==> src/rtl/ioc_bus_master.sv <==
// ioc_bus_master: turns SPI command/data bytes into one-cycle load/fetch
// strobes on the shared IOC bus, captures read-back bytes for the SPI
// transmitter, and always leaves a chip-select-low GAP cycle between
// transactions.
module ioc_bus_master #(
  parameter int TIMEOUT_CYCLES = 200
) (
  input  logic        i_sys_clk,
  input  logic        i_rst,
  input  logic [7:0]  i_rx_byte,
  input  logic        i_rx_valid,
  input  logic        i_frame_active,
  input  logic [31:0] i_rd_data,
  output logic [3:0]  o_cs,
  output logic [4:0]  o_ioc,
  output logic [7:0]  o_data,
  output logic        o_load_cmd,
  output logic        o_fetch_cmd,
  output logic [7:0]  o_tx_byte,
  output logic        o_tx_load,
  output logic        o_busy,
  output logic        o_timeout,
  output logic        o_overrun
);

  localparam logic [2:0] IDLE      = 3'd0;
  localparam logic [2:0] WAIT_DATA = 3'd1;
  localparam logic [2:0] WRITE     = 3'd2;
  localparam logic [2:0] READ_REQ  = 3'd3;
  localparam logic [2:0] READ_CAP  = 3'd4;
  localparam logic [2:0] GAP       = 3'd5;

  // Compared one bit wider than the timer so a limit of 255 still fits.
  localparam logic [8:0] TMO_LIMIT = 9'(TIMEOUT_CYCLES);

  logic [2:0]      state, nxt;
  logic [1:0]      mod, mod_nxt;
  logic [7:0]      timer;
  logic            accept, take_data, tmo_hit, drop;
  logic [3:0][7:0] rd_bytes;

  assign rd_bytes = i_rd_data;

  // Next-state decode; outputs are registered from the next state so every
  // strobe lines up with the state it belongs to.
  always_comb begin
    nxt       = state;
    mod_nxt   = mod;
    accept    = 1'b0;
    take_data = 1'b0;
    tmo_hit   = 1'b0;
    case (state)
      IDLE: begin
        if (i_rx_valid && i_frame_active) begin
          accept  = 1'b1;
          mod_nxt = i_rx_byte[6:5];
          nxt     = i_rx_byte[7] ? WAIT_DATA : READ_REQ;
        end
      end
      WAIT_DATA: begin
        // Data byte wins over frame drop, which wins over timeout.
        if (i_rx_valid) begin
          take_data = 1'b1;
          nxt       = WRITE;
        end else if (!i_frame_active) begin
          nxt = IDLE;
        end else if ({1'b0, timer} + 9'd1 == TMO_LIMIT) begin
          tmo_hit = 1'b1;
          nxt     = IDLE;
        end
      end
      WRITE:    nxt = GAP;
      READ_REQ: nxt = READ_CAP;
      READ_CAP: nxt = GAP;
      GAP:      nxt = IDLE;
      default:  nxt = IDLE;
    endcase
    drop = i_rx_valid && (state inside {WRITE, READ_REQ, READ_CAP, GAP});
  end

  // State, latched module index and WAIT_DATA timer.
  always_ff @(posedge i_sys_clk or posedge i_rst) begin
    if (i_rst) begin
      state <= IDLE;
      mod   <= 2'd0;
      timer <= 8'd0;
    end else begin
      state <= nxt;
      mod   <= mod_nxt;
      // Abort happens at the limit, so the timer never wraps.
      if (state == WAIT_DATA && nxt == WAIT_DATA) timer <= timer + 8'd1;
      else                                        timer <= 8'd0;
    end
  end

  // Registered bus outputs and status pulses.
  always_ff @(posedge i_sys_clk or posedge i_rst) begin
    if (i_rst) begin
      o_cs        <= 4'd0;
      o_ioc       <= 5'd0;
      o_data      <= 8'd0;
      o_load_cmd  <= 1'b0;
      o_fetch_cmd <= 1'b0;
      o_tx_byte   <= 8'd0;
      o_tx_load   <= 1'b0;
      o_busy      <= 1'b0;
      o_timeout   <= 1'b0;
      o_overrun   <= 1'b0;
    end else begin
      o_cs        <= (nxt inside {WRITE, READ_REQ, READ_CAP}) ?
                     4'(4'b0001 << mod_nxt) : 4'd0;
      o_load_cmd  <= (nxt == WRITE);
      o_fetch_cmd <= (nxt == READ_REQ);
      o_busy      <= (nxt != IDLE);
      o_timeout   <= tmo_hit;
      o_overrun   <= drop;
      o_tx_load   <= (state == READ_CAP);
      if (accept)             o_ioc     <= i_rx_byte[4:0];
      if (take_data)          o_data    <= i_rx_byte;
      if (state == READ_CAP)  o_tx_byte <= rd_bytes[mod];
    end
  end

endmodule

==> config.mk <==
export PLATFORM = sky130hd
export DESIGN_NAME = ioc_bus_master
export DESIGN_NICKNAME = d
export VERILOG_FILES = /design/src/rtl/ioc_bus_master.sv
export SDC_FILE = /design/constraint.sdc
export NUM_CORES = 1
export LEC_CHECK = 0
export ABC_AREA = 1
export CAP_MARGIN = 0
export CORE_ASPECT_RATIO = 0.75
export CORE_MARGIN = 3
export CORE_UTILIZATION = 40
export CTS_BUF_LIST = sky130_fd_sc_hd__clkbuf_4
export DETAILED_ROUTE_END_ITERATION = 10
export GPL_TIMING_DRIVEN = 0
export PLACE_DENSITY = 0.83
export SYNTH_ARGS = -nofsm -noshare
export SYNTH_HDL_FRONTEND = slang
export SYNTH_SLANG_ARGS = --single-unit
==> constraint.sdc <==
create_clock -name i_sys_clk -period 4.2 [get_ports i_sys_clk]
set_input_delay 0.63 -clock i_sys_clk [delete_from_list [all_inputs] [get_ports i_sys_clk]]
set_output_delay 0.63 -clock i_sys_clk [all_outputs]
set_load 0.01 [all_outputs]
==> flow_summary.ini <==
[grt]
grt_pass1_wl_mm = 7.85
grt_max_degree = 45
antenna_found_initial = 0
overflow = 0
grt_pass1_vias = 1743
grt_usage = 0.171

[setup_path]
cpMaxStageDelayCell = clkdlybuf4s50_1
r2r-end = timer[1]
crit_required_ns = 4.44
arrival_ns = 2.24
worst-path-stages = 8
reg2reg_depth = 8
cpPeakStageDelay_ns = 0.54
cp_num_buf_inv = 2
path_delay_family = simple AND/OR/NAND/NOR gates
crit_path_start_kind = input port
endpoint_kind = flop
path_cells = clkdlybuf4s50_1, nand4_1, o21ai_1, nand2_2, inv_2, nor2_4, nand3_4, nor2_2
cp_max_fo = 8
crit_type = in2reg
r2r_start = state[1]
reg2reg_slack_ns = 2.40

[finish]
antenna_cells = 0
final_util = 0.628
area_growth_pct = 43.7
num-nets-final = 370
instances_no_fill = 382
drive_above_1_share = 0.0923

[clock_network]
post_cts_buffers = 0
cts.path.max_buffers = 2
insertion_delay_ns = 0.35
cts_buffers = 5
h-tree-depth = 2
cts_tree = done
cts_root_buf = clkbuf_4
clock_sinks = 44
cts_resized = 0
cts.clk_slew.worst_paths_ns = 0.12
holdBufCountCts = 0

[floorplan]
dieHeight_um = 67.9
die_w_um = 88.5
coreArea_sq_um = 4680
die_area_sq_um = 6010
rows = 21
io_pins = 75
start_util = 0.437

[synth]
synth_warnings = 0
yosysSeqAreaShare = 0.539
synth_seq_cells = 44
synth_fp_nets = 289
synth_area_leader_cell = dfrtp_1
synthArstFlopShare = 1.00
yosys-top-cells-count = 48 x nor2_1, 44 x dfrtp_1, 34 x nand2_1
synth_area_per_cell_sq_um = 8.41
yosysTopAreaCellShare = 0.539
synth_cell_types = 24
synth.area.top_cells = dfrtp_1 54%, nor2_1 8.8%, o21ai_0 6.4%
synthFlopType = dfrtp_1
synth_edf_count = 0
synth.most_common_cell = nor2_1
syn_area_sq_um = 2040
synthCells = 243

[timing]
max_freq_mhz = 500
finalSetupTns_ns = 0
finalHoldViolations = 0
fin_ws_ns = 2.20
drv_slew = 0
fin_crit_sh = 0.476
fin_crit_ns = 2.00
rsz0062_at_grt = false
slew_headroom = 0.417
worst_slew_pin_slew_ns = 0.874
setup_viol = 0
finClkSkew_ns = 0.0133

[hold_path]
hp-class = reg2reg
worstHoldStart = timer[0]
holdPathStages = 1
hold_end = timer[0]

[placement]
place_hpwl_mm = 3.90
place.gp.congestion = 0.799
port_buffers = 74
pre_cts_ws_ns = 1.81
dp.cells = 374

[routing]
ant_nets = 0
via_per_inst = 4.85
drt-total-wl_mm = 4.92
m1WireLength_mm = 2.38
drc = 0
drtIter0Drc = 57
maxUsedRoutingLayer = met4
dr_wl_met3_um = 205
first_pass_iters = 4
post_drt_wl_per_cell_um = 12.9
num_vias = 1852
met2_length_mm = 2.26

[power]
p_leak_nw = 1.31
switching_share = 0.378
power_frac_comb = 0.481
p_total_mw = 1.74
vdd_drop_max_uv = 331
p_seq_frac = 0.368
intPower_mw = 1.08
power.density_nw_per_um2 = 593
switching_power_uw = 657
pwr-share-clk = 0.151

[status]
status = finished, final reports clean

[job]
max-cap-violations = 0
-- registers in the layout (all words and copies together) (netlist names) --
name / flops
o_timeout: 1
o_ioc: 5
o_tx_load: 1
o_load_cmd: 1
timer: 8
o_fetch_cmd: 1
mod: 2
o_tx_byte: 8
o_data: 8
state: 3
o_overrun: 1
o_cs: 4
o_busy: 1
-- power by group through the flow --
stage | registers [mW] | clock network, mW | logic [mW]
floorplan | 0.697 | 0 | 0.399
global placement | 0.642 | 0 | 0.821
detailed placement | 0.647 | 0 | 0.838
CTS | 0.641 | 0.268 | 0.840
global route | 0.657 | 0.285 | 0.929
finish | 0.640 | 0.262 | 0.837
-- how the worst max path moves through the flow --
stage	from	to	slack, ns
floorplan	i_rst	mod[0]	2.54
global placement	i_rst	o_cs[0]	1.68
detailed placement	i_rx_valid	timer[2]	1.81
CTS	i_rx_valid	timer[5]	2.20
global route	i_rx_valid	o_cs[0]	2.07
finish	i_rx_valid	timer[1]	2.20
-- cells in the final DEF, fill, tap and decap left out, types with 2 or more instances in the layout --
cell	netlist	layout
inv_1	28	27
a21oi_2	2	2
mux2_2	3	3
clkbuf_1	6	6
o21ai_0	26	26
nor2_1	48	48
clkbuf_4	0	5
ha_1	2	2
dfrtp_1	44	44
clkdlybuf4s50_1	0	74
nor2_2	9	9
clkinv_1	2	3
inv_2	2	3
nor3_1	6	6
nand4_1	3	3
a31oi_1	8	8
o21ai_1	4	4
nand3_1	6	6
nand2_1	34	34
nand2_2	4	4
-- routing by layer --
layer  track usage  up-vias
met5             0        -
met3        0.0421        6
li1              -      935
met4        0.0642        0
met2         0.257       50
met1         0.240      861
-- area by class of cell --
cell class                 count  area (sq um)
fill                         426          1740
timing repair buffer          74           741
buffer                         7          26.3
sequential                    44          1100
multi-input combinational    160           796
clock buffer                   5          37.5
tap                           57          71.3
inverter                      32           120
clock inverter                 3          42.5
-- through the flow --
step                      instance area (sq um)  hold WS (ns)
after detailed placement                   2860         0.484
after global placement                     2860         0.470
after global routing                       2940         0.524
final                                      2940         0.504
after CTS                                  2940         0.505
after floorplan                            2040         0.461
-- logic make-up after synthesis --
logic type | Yosys count | synth area share
fa+ha+maj | 2 | 0.0122
xor+xnor | 1 | 0.00429
flops | 44 | 0.539
simple gates | 113 | 0.246
compound gates | 41 | 0.110
mux | 3 | 0.0165
buf+inv | 39 | 0.0716
(Power assumes the default switching activity.)
